`config.mk`:
```
export PLATFORM = sky130hd
export DESIGN_NAME = seg_scan_ctrl_flat
export DESIGN_NICKNAME = d
export VERILOG_FILES = /design/src/rtl/seg_scan_if.sv /design/src/rtl/seg_scan_ctrl.sv /design/src/flat_wrapper.sv
export SDC_FILE = /design/constraint.sdc
export NUM_CORES = 1
export LEC_CHECK = 0
export ABC_AREA = 1
export CELL_PAD_IN_SITES_DETAIL_PLACEMENT = 1
export CELL_PAD_IN_SITES_GLOBAL_PLACEMENT = 2
export CORE_ASPECT_RATIO = 1.2
export CORE_MARGIN = 3
export CORE_UTILIZATION = 35
export CTS_BUF_LIST = sky130_fd_sc_hd__clkbuf_8
export CTS_CLUSTER_SIZE = 10
export DETAILED_ROUTE_END_ITERATION = 10
export GPL_TIMING_DRIVEN = 0
export HOLD_SLACK_MARGIN = 0.08
export PLACE_DENSITY_LB_ADDON = 0.25
export SYNTH_ARGS = -nofsm -noshare
export SYNTH_HDL_FRONTEND = slang
export SYNTH_SLANG_ARGS = --single-unit
```
`constraint.sdc`:
```
create_clock -name clk -period 2.2 [get_ports clk]
set_clock_uncertainty 0.05 [all_clocks]
set_input_delay 0.44 -clock clk [delete_from_list [all_inputs] [get_ports clk]]
set_output_delay 0.44 -clock clk [all_outputs]
set_load 0.1 [all_outputs]
```
`src/rtl/seg_scan_if.sv`:
```
// Frame-load and display-drive signals between a frame producer and seg_scan_ctrl.
// The master side loads frames and observes the display; the slave side is the scan controller.
interface seg_scan_if;
    logic        load;
    logic [15:0] value;
    logic [3:0]  dp_mask;
    logic [3:0]  an;
    logic [3:0]  bcd;
    logic        dp_on;
    logic        upd_pending;
    logic        frame_tick;

    modport master (
        output load, value, dp_mask,
        input  an, bcd, dp_on, upd_pending, frame_tick
    );

    modport slave (
        input  load, value, dp_mask,
        output an, bcd, dp_on, upd_pending, frame_tick
    );
endinterface

```
`src/rtl/seg_scan_ctrl.sv`:
```
// Four-digit 7-segment scan controller: blanking gap per slot, tear-free frame loads.
// Optional LEAD_ZERO_BLANK_EN suppresses leading zero digits (digit0 always shown).
module seg_scan_ctrl #(
    parameter int REFRESH_DIV  = 100000,
    parameter int BLANK_CYCLES = 1000
) (
    input  logic       clk,
    input  logic       rst_n,
    seg_scan_if.slave  io_bus
);
    localparam int              CNT_W    = $clog2(REFRESH_DIV);
    localparam logic [CNT_W-1:0] CNT_LAST = CNT_W'(REFRESH_DIV - 1);
    localparam logic [CNT_W-1:0] BLANK_C  = CNT_W'(BLANK_CYCLES);

    localparam logic [0:0] ST_BLANK = 1'b0;
    localparam logic [0:0] ST_DRIVE = 1'b1;

    logic [CNT_W-1:0] r_cnt;
    logic [1:0]       r_idx;
    logic [0:0]       r_state;
    logic [19:0]      r_act;
    logic [19:0]      r_pend;
    logic             r_upd;
    logic             r_seen;
    logic [3:0]       r_an;
    logic [3:0]       r_bcd;
    logic             r_dp;
    logic             r_tick;

    logic             w_wrap;
    logic             w_boundary;
    logic             w_commit;
    logic [CNT_W-1:0] w_cnt_nxt;
    logic [1:0]       w_idx_nxt;
    logic [0:0]       w_state_nxt;
    logic [19:0]      w_new_frame;
    logic [19:0]      w_act_nxt;
    logic [3:0]       w_digit;
    logic [3:0]       w_dp_all;
    logic [3:0]       w_sup;
    logic             w_show;

`ifdef LEAD_ZERO_BLANK_EN
    // A digit is significant if it is 1..9 or has its point lit; everything above the top one goes dark.
    function automatic logic [3:0] lead_mask(input logic [19:0] f);
        logic sig;
        lead_mask = 4'b0000;
        sig       = 1'b0;
        for (int i = 3; i >= 1; i--) begin
            sig = sig | f[16+i] | ((f[4*i +: 4] != 4'd0) && (f[4*i +: 4] <= 4'd9));
            lead_mask[i] = ~sig;
        end
    endfunction
    assign w_sup = lead_mask(w_act_nxt);
`else
    assign w_sup = 4'b0000;
`endif

    assign w_wrap      = (r_cnt == CNT_LAST);
    assign w_boundary  = w_wrap && (r_idx == 2'd3);
    assign w_commit    = w_boundary && (r_upd || io_bus.load || !r_seen);
    assign w_cnt_nxt   = w_wrap ? '0 : r_cnt + 1'b1;
    assign w_idx_nxt   = w_wrap ? r_idx + 2'd1 : r_idx;
    assign w_new_frame = io_bus.load ? {io_bus.dp_mask, io_bus.value} : r_pend;
    // Outputs are computed from next-cycle state so a bypassed load is visible in the very first slot.
    assign w_act_nxt   = w_commit ? w_new_frame : r_act;
    assign w_dp_all    = w_act_nxt[19:16];

    always_comb begin
        w_state_nxt = r_state;
        case (r_state)
            ST_BLANK: if (w_cnt_nxt >= BLANK_C) w_state_nxt = ST_DRIVE;
            default:  if (w_wrap && (BLANK_CYCLES != 0)) w_state_nxt = ST_BLANK;
        endcase
    end

    always_comb begin
        w_digit = 4'd0;
        case (w_idx_nxt)
            2'd0:    w_digit = w_act_nxt[3:0];
            2'd1:    w_digit = w_act_nxt[7:4];
            2'd2:    w_digit = w_act_nxt[11:8];
            default: w_digit = w_act_nxt[15:12];
        endcase
    end

    assign w_show = (w_state_nxt == ST_DRIVE) && (w_digit <= 4'd9) && !w_sup[w_idx_nxt];

    always_ff @(posedge clk or negedge rst_n) begin
        if (!rst_n) begin
            r_cnt   <= '0;
            r_idx   <= 2'd0;
            r_state <= ST_BLANK;
            r_act   <= 20'd0;
            r_pend  <= 20'd0;
            r_upd   <= 1'b0;
            r_seen  <= 1'b0;
            r_an    <= 4'b1111;
            r_bcd   <= 4'd0;
            r_dp    <= 1'b0;
            r_tick  <= 1'b0;
        end else begin
            r_cnt   <= w_cnt_nxt;
            r_idx   <= w_idx_nxt;
            r_state <= w_state_nxt;
            r_act   <= w_act_nxt;
            r_tick  <= w_commit;
            r_an    <= w_show ? ~(4'b0001 << w_idx_nxt) : 4'b1111;
            r_bcd   <= w_show ? w_digit : 4'd0;
            r_dp    <= w_show & w_dp_all[w_idx_nxt];
            if (w_boundary) begin
                r_upd  <= 1'b0;
                r_seen <= 1'b1;
            end else if (io_bus.load) begin
                r_pend <= {io_bus.dp_mask, io_bus.value};
                r_upd  <= 1'b1;
            end
        end
    end

    assign io_bus.an          = r_an;
    assign io_bus.bcd         = r_bcd;
    assign io_bus.dp_on       = r_dp;
    assign io_bus.upd_pending = r_upd;
    assign io_bus.frame_tick  = r_tick;
endmodule

```
`src/flat_wrapper.sv`:
```
// flat-port wrapper written by rule: the top's interface ports become plain ports
module seg_scan_ctrl_flat 
#(
    parameter int REFRESH_DIV  = 100000,
    parameter int BLANK_CYCLES = 1000
)
  (clk, rst_n, io_bus_load, io_bus_value, io_bus_dp_mask, io_bus_an, io_bus_bcd, io_bus_dp_on, io_bus_upd_pending, io_bus_frame_tick);
  seg_scan_if io_bus_i ();
  input  logic clk;
  input  logic rst_n;
  input wire logic [$bits(io_bus_i.load)-1:0] io_bus_load;
  input wire logic [$bits(io_bus_i.value)-1:0] io_bus_value;
  input wire logic [$bits(io_bus_i.dp_mask)-1:0] io_bus_dp_mask;
  output wire logic [$bits(io_bus_i.an)-1:0] io_bus_an;
  output wire logic [$bits(io_bus_i.bcd)-1:0] io_bus_bcd;
  output wire logic [$bits(io_bus_i.dp_on)-1:0] io_bus_dp_on;
  output wire logic [$bits(io_bus_i.upd_pending)-1:0] io_bus_upd_pending;
  output wire logic [$bits(io_bus_i.frame_tick)-1:0] io_bus_frame_tick;
  assign io_bus_i.load = io_bus_load;
  assign io_bus_i.value = io_bus_value;
  assign io_bus_i.dp_mask = io_bus_dp_mask;
  assign io_bus_an = io_bus_i.an;
  assign io_bus_bcd = io_bus_i.bcd;
  assign io_bus_dp_on = io_bus_i.dp_on;
  assign io_bus_upd_pending = io_bus_i.upd_pending;
  assign io_bus_frame_tick = io_bus_i.frame_tick;
  seg_scan_ctrl #(.REFRESH_DIV(REFRESH_DIV), .BLANK_CYCLES(BLANK_CYCLES)) u_core (.clk(clk), .rst_n(rst_n), .io_bus(io_bus_i));
endmodule
```
======== Word-level counts from Yosys, hierarchy flattened ========
Index checks and enable logic that the tools add are counted.
operators by class
  muxes and demuxes ....................... 16
  bitwise logic cells ..................... 2
  reductions and logical operators ........ 10
  magnitude comparators ................... 3
  shift operators ......................... 1
  equality and inequality tests ........... 4
  $add $sub $neg .......................... 2
operators by type and width
  cell                                                                 count
  2-to-1 mux 20 bit                                                    2
  adder 17 x 1 -> 17 bit, second input constant                        1
  equality test 17 bit, second input constant                          1
  greater-or-equal comparator 17 x 10 -> 1 bit, second input constant  1
  2-to-1 mux 17 bit                                                    1
  case mux 4 bit (3 select lines)                                      1
  2-to-1 mux 4 bit                                                     2
  2-to-1 mux 1 bit                                                     7
  binary-select mux 1 bit (select 2 bit)                               2
  equality test 2 bit, second input constant                           2
  less-or-equal comparator 4 bit, second input constant                1
  logical AND 1 bit                                                    4
  NOT 4 bit                                                            1
  left shift 1 x 2 -> 4 bit, first input constant                      1
  less-than comparator 2 x 3 -> 1 bit, second input constant           1
  adder 2 x 1 -> 2 bit, second input constant                          1
  equality test 2 x 1 -> 1 bit, second input constant                  1
  zero test 1 bit                                                      2
  zero test 2 bit                                                      1
  logical OR 1 bit                                                     2
  2-to-1 mux 2 bit                                                     1
  nonzero test 2 bit                                                   1
  AND 1 bit                                                            1
storage, ports and cells
  register bits after elaboration ......... 72
  word-level logic and storage cells ...... 49
  output and inout bits ................... 11

======== Longest topological paths before layout ========
  word-level depth ........................ 9
  gate-level depth with buffers ........... 16
  mapped depth without buffers ............ 16

======== Least setup slack after synthesis ========
Ideal clock, no wire load.
  path kind ............................... reg-to-reg
  from .................................... register u_core.r_upd, in the netlist u_core.io_bus.upd_pending
  to ...................................... register u_core.r_bcd[0], in the netlist u_core.io_bus.bcd[0]
  library setup time ...................... 0.071 ns
  slack ................................... -0.145 ns
  data arrival time ....................... 2.224 ns
  cell stages (with the launch flop) ...... 14
  clock period less this slack ............ 2.345 ns
  cells stage by stage .................... dfrtp_1 -> nor2_1 -> nand2_1 -> nand4_2 -> buf_6 -> nand2_1 -> nand2_1 -> nand2_1 -> nand3_1 -> nor2_2 -> nand2_1 -> nand2_2 -> nand2_2 -> nor2_1
between the ends
  longest elaborated chain between the ends .. 9
RTL lines
  element                          RTL line              RTL
  start: declaration               seg_scan_ctrl.sv:23   logic r_upd;
  start signal: assignment         seg_scan_ctrl.sv:96   r_upd <= 1'b0;
  start signal: assignment         seg_scan_ctrl.sv:112  r_upd <= 1'b0;
  start signal: assignment         seg_scan_ctrl.sv:116  r_upd <= 1'b1;
  logical OR 1 bit (2 in a row)    seg_scan_ctrl.sv:61   assign w_commit = w_boundary && (r_upd || io_bus.load || !r_seen);
  logical AND 1 bit                seg_scan_ctrl.sv:61
  2-to-1 mux 20 bit                seg_scan_ctrl.sv:66   assign w_act_nxt = w_commit ? w_new_frame : r_act;
  via u_core.w_act_nxt[9]          seg_scan_ctrl.sv:37   logic [19:0] w_act_nxt;
  case mux 4 bit (3 select lines)  seg_scan_ctrl.sv:79   case (w_idx_nxt)
  less-or-equal comparator 4 bit   seg_scan_ctrl.sv:87   assign w_show = (w_state_nxt == ST_DRIVE) && (w_digit <= 4'd9) && !w_sup[w_idx_nxt];
  logical AND 1 bit (2 in a row)   seg_scan_ctrl.sv:87
  2-to-1 mux 4 bit                 seg_scan_ctrl.sv:109  r_bcd <= w_show ? w_digit : 4'd0;
  end signal: assignment           seg_scan_ctrl.sv:109
  end: declaration                 seg_scan_ctrl.sv:26   logic [3:0] r_bcd;
The timed path passes the listed nets, and every way through them passes these cells.
A chain may end at the register's enable or synchronous reset.

======== Final worst setup path ========
  from .................................... register u_core.r_cnt[5]
  to ...................................... register u_core.r_an[2], in the netlist u_core.io_bus.an[2]
between the ends
  longest elaborated chain between the ends .. 9
  elaborated cells between the ends (all ways) .. 24
RTL lines
  element                          RTL line              RTL
  start: declaration               seg_scan_ctrl.sv:18   logic [CNT_W-1:0] r_cnt;
  start signal: assignment         seg_scan_ctrl.sv:103  r_cnt <= w_cnt_nxt;
  equality test 17 bit             seg_scan_ctrl.sv:59   assign w_wrap = (r_cnt == CNT_LAST);
  logical AND 1 bit                seg_scan_ctrl.sv:60   assign w_boundary = w_wrap && (r_idx == 2'd3);
  logical AND 1 bit                seg_scan_ctrl.sv:61
  2-to-1 mux 20 bit                seg_scan_ctrl.sv:66
  via u_core.w_act_nxt[10]         seg_scan_ctrl.sv:37
  case mux 4 bit (3 select lines)  seg_scan_ctrl.sv:79
  less-or-equal comparator 4 bit   seg_scan_ctrl.sv:87
  logical AND 1 bit (2 in a row)   seg_scan_ctrl.sv:87
  2-to-1 mux 4 bit                 seg_scan_ctrl.sv:108  r_an <= w_show ? ~(4'b0001 << w_idx_nxt) : 4'b1111;
  end signal: assignment           seg_scan_ctrl.sv:108
  end: declaration                 seg_scan_ctrl.sv:25   logic [3:0] r_an;
The timed path passes the listed nets, and every way through them passes these cells. The select of a mux whose other input is x is not followed.

==> results.md <==
* Crit path launch type: register
* CP startpoint: u_core.r_cnt[5]$_DFF_PN0_
* Die height at 116.3 um
* CTS tree: yes
* Unique masters post-synth at 30
* Final Cell Area at 0.005046 mm^2
* Die area at 0.01138 mm^2
* Crit-path max cell delay at 0.43 ns
* Post-Route WL at 10,340 um
* Buffers on Ports at 33
* Gpl congestion at 0.7663
* Flops & latches, synth at 72
* RSZ-0062 raised after global routing: true
* Layout area overhead at 42.26%
* Share of cells above drive strength 1 at 33.27%
* Post-synth ARST share at 100.0%
* Actual slew at the worst max-slew pin at 0.9637 ns
* Mean post-synth cell area at 7.971 um^2
* HP Class: in2async
* Number of global-route vias before repair at 3,477
* Die Wd at 97.90 um
* Iter 0 DRT Violations at 179
* WL/cell at 15.50 um
* Top FF cell, synth: dfrtp_1
* Max FO, Critical Path at 6
* Peak supply drop at 0.3124 mV
* CTS buffer count at 9
* Delay-heaviest family, CP: simple AND/OR/NAND/NOR gates
* Yosys warning total at 0
* Largest net degree at the start of global routing at 67
* Synthesized area at 0.003547 mm^2
* Power Total at 2.730 mW
* Global-route wire length before repair at 16,460 um
* Post-DRT Antenna Nets at 0
* Area leader, netlist: dfrtp_1
* Slowest-stage cell, CP: dfrtp_1
* Vias at 3,203
* # diodes at 0
* Hold Violations, Final at 0
* DP HPWL at 7027 um
* PD cells at 541.0 mW/mm^2
* Max Clock Freq at 458.1 MHz
* WP buf/inv at 3
* Most numerous cell in the Yosys netlist: nand2_1
* Max-cap violation count at 0
* Worst Setup End Kind: register
* Row cnt at 39
* CP arrival at 2.42 ns
* Vias per cell at 4.802
* CTS H-tree lvls at 3
* Final setup viols at 0
* Worst reg2reg startpoint: u_core.r_cnt[5]$_DFF_PN0_
* Placed Cells at 602
* Initial Util at 36.53%
* Synthesized Nets at 470
* Post-synth EDFFs at 0
* Yosys top cell area share at 47.97%
* Most frequent CP cell: nand2_2
* Placed instance area at 0.004058 mm^2
* Pre-antenna DRT Iters at 4
* Sequential-to-total area share from yosys stat at 50.93%
* Crit path kind: reg2reg
* Worst-path clk slew at 0.08 ns
* Sinks on the clock net at 72
* Pins Over Slew Limit at 0
* Pleak at 2.586 nW
* Total Routing Usage GR at 18.40%
* Final core utilization at 51.96%
* Final hold slack at 0.4057 ns
* Fin Setup TNS at 0 ns
* Global route total overflow at 0
* Fin crit share at 99.21%
* Crit path required time at 2.44 ns
* Core area at 0.009711 mm^2
* Area contributors post-synth: dfrtp_1 48%, nand2_1 14%, o21ai_0 6.2%
* DRC Markers at 0
* Nets at 564
* Worst skew pair latency at 0.35 ns
* Max clock buf depth at 2
* Fin cells at 667
* Initial antenna violation count at 0
* Period minus WS final at 2.183 ns
* Worst-path cell chain: nor2_1 -> nand2_2 -> nor2_8 -> inv_2 -> nor2_8 -> buf_6 -> nand4_1 -> nand2_2 -> nand2_2 -> nand3_2 -> nor2_2 -> nand2_2 -> nand2_4 -> buf_6 -> nand3_1
* Post-place setup slack at -0.6053 ns
* Final worst-path setup slack at 0.01730 ns
* IO Pins at 34
* Status: completed
* Synth Instances at 445
* Rel. slew slack at 36.01%
* Most frequent cells after synthesis: 137 x nand2_1, 68 x dfrtp_1, 56 x inv_1, 44 x o21ai_0, 37 x nor2_1
* Fill cells at 1,144
* Root buffer cell: clkbuf_8
## where the power goes
part	internal (mW)	switching, mW	leakage [nW]
clock	0.691	0.503	0.122
combinational	0.0726	0.0972	1.55
sequential	1.36	0.0102	0.916
## placed cells by master, fill, tap and decap left out, drive strengths merged
master / n
nand2: 146
dfrtp: 68
inv: 64
buf: 56
o21ai: 48
nor2: 48
nand3: 25
clkdlybuf4s50: 21
clkbuf: 17
nand4: 13
dlygate4sd2: 7
xor2: 5
nor3: 5
dfstp: 4
mux2i: 3
clkinv: 2
or2: 2
bufinv: 2
clkdlybuf4s15: 2
ha: 2
xnor2: 1
nand3b: 1
a21oi: 1
dlygate4sd3: 1
## per-layer routing
layer  vias to the layer above  global-route usage, %  share of wire, %
li1                       1575                      -                 -
met1                      1570                  19.64                39
met2                        37                  35.83                57
met3                        21                  2.449               2.0
met4                         0                  8.587               2.4
met5                         -                      0                 0
## sequential cells by signal, summed over array words and instances, names as in the netlist
| name | count |
|---|---|
| u_core.r_state | 1 |
| u_core.io_bus.frame_tick | 1 |
| u_core.io_bus.upd_pending | 1 |
| u_core.r_idx | 2 |
| u_core.io_bus.bcd | 4 |
| u_core.io_bus.an | 4 |
| u_core.r_seen | 1 |
| u_core.r_pend | 20 |
| u_core.io_bus.dp_on | 1 |
| u_core.r_cnt | 17 |
| u_core.r_act | 20 |
## what timing repair did
item	4_1_cts	5_1_grt
endpoints found under the setup margin	34	21
endpoints found under the hold margin	6	0
hold buffers	1	0
setup buffers	23	24
cloned	1	0
resized for setup	64	76
pin swaps	21	47
## cell type report
type                       count  area (um^2)  share of cell area, %
buffer                        10        76.32                  1.513
clock inverter                 5        72.57                  1.438
inverter                      63        237.7                  4.711
sequential                    72         1814                  35.95
multi-input combinational    300         1800                  35.68
tap                          123        153.9                  3.050
timing repair buffer          83        739.5                  14.65
clock buffer                  11        151.4                  3.000
## worst paths after layout
path	to	slack (ns)	cells past startpoint
max	u_core.io_bus.an[2]$_DFF_PN1_	0.02	15
min	u_core.r_cnt[12]$_DFF_PN0_	0.41	2
max reg2reg	u_core.io_bus.an[2]$_DFF_PN1_	0.02	15
min reg2reg	u_core.r_act[9]$_DFF_PN0_	0.44	2
max in group asynchronous	u_core.io_bus.an[2]$_DFF_PN1_	1.09	3
min in group clk	u_core.r_act[9]$_DFF_PN0_	0.44	2
## cells by family after synthesis
logic type	after synthesis	synth area share [%]
xor+xnor	6	1.481
simple gates	240	30.83
fa+ha+maj	2	0.7054
mux	3	0.8466
compound gates	49	6.913
buf+inv	73	8.289
flops	72	50.93
(Power assumes the default switching activity.)
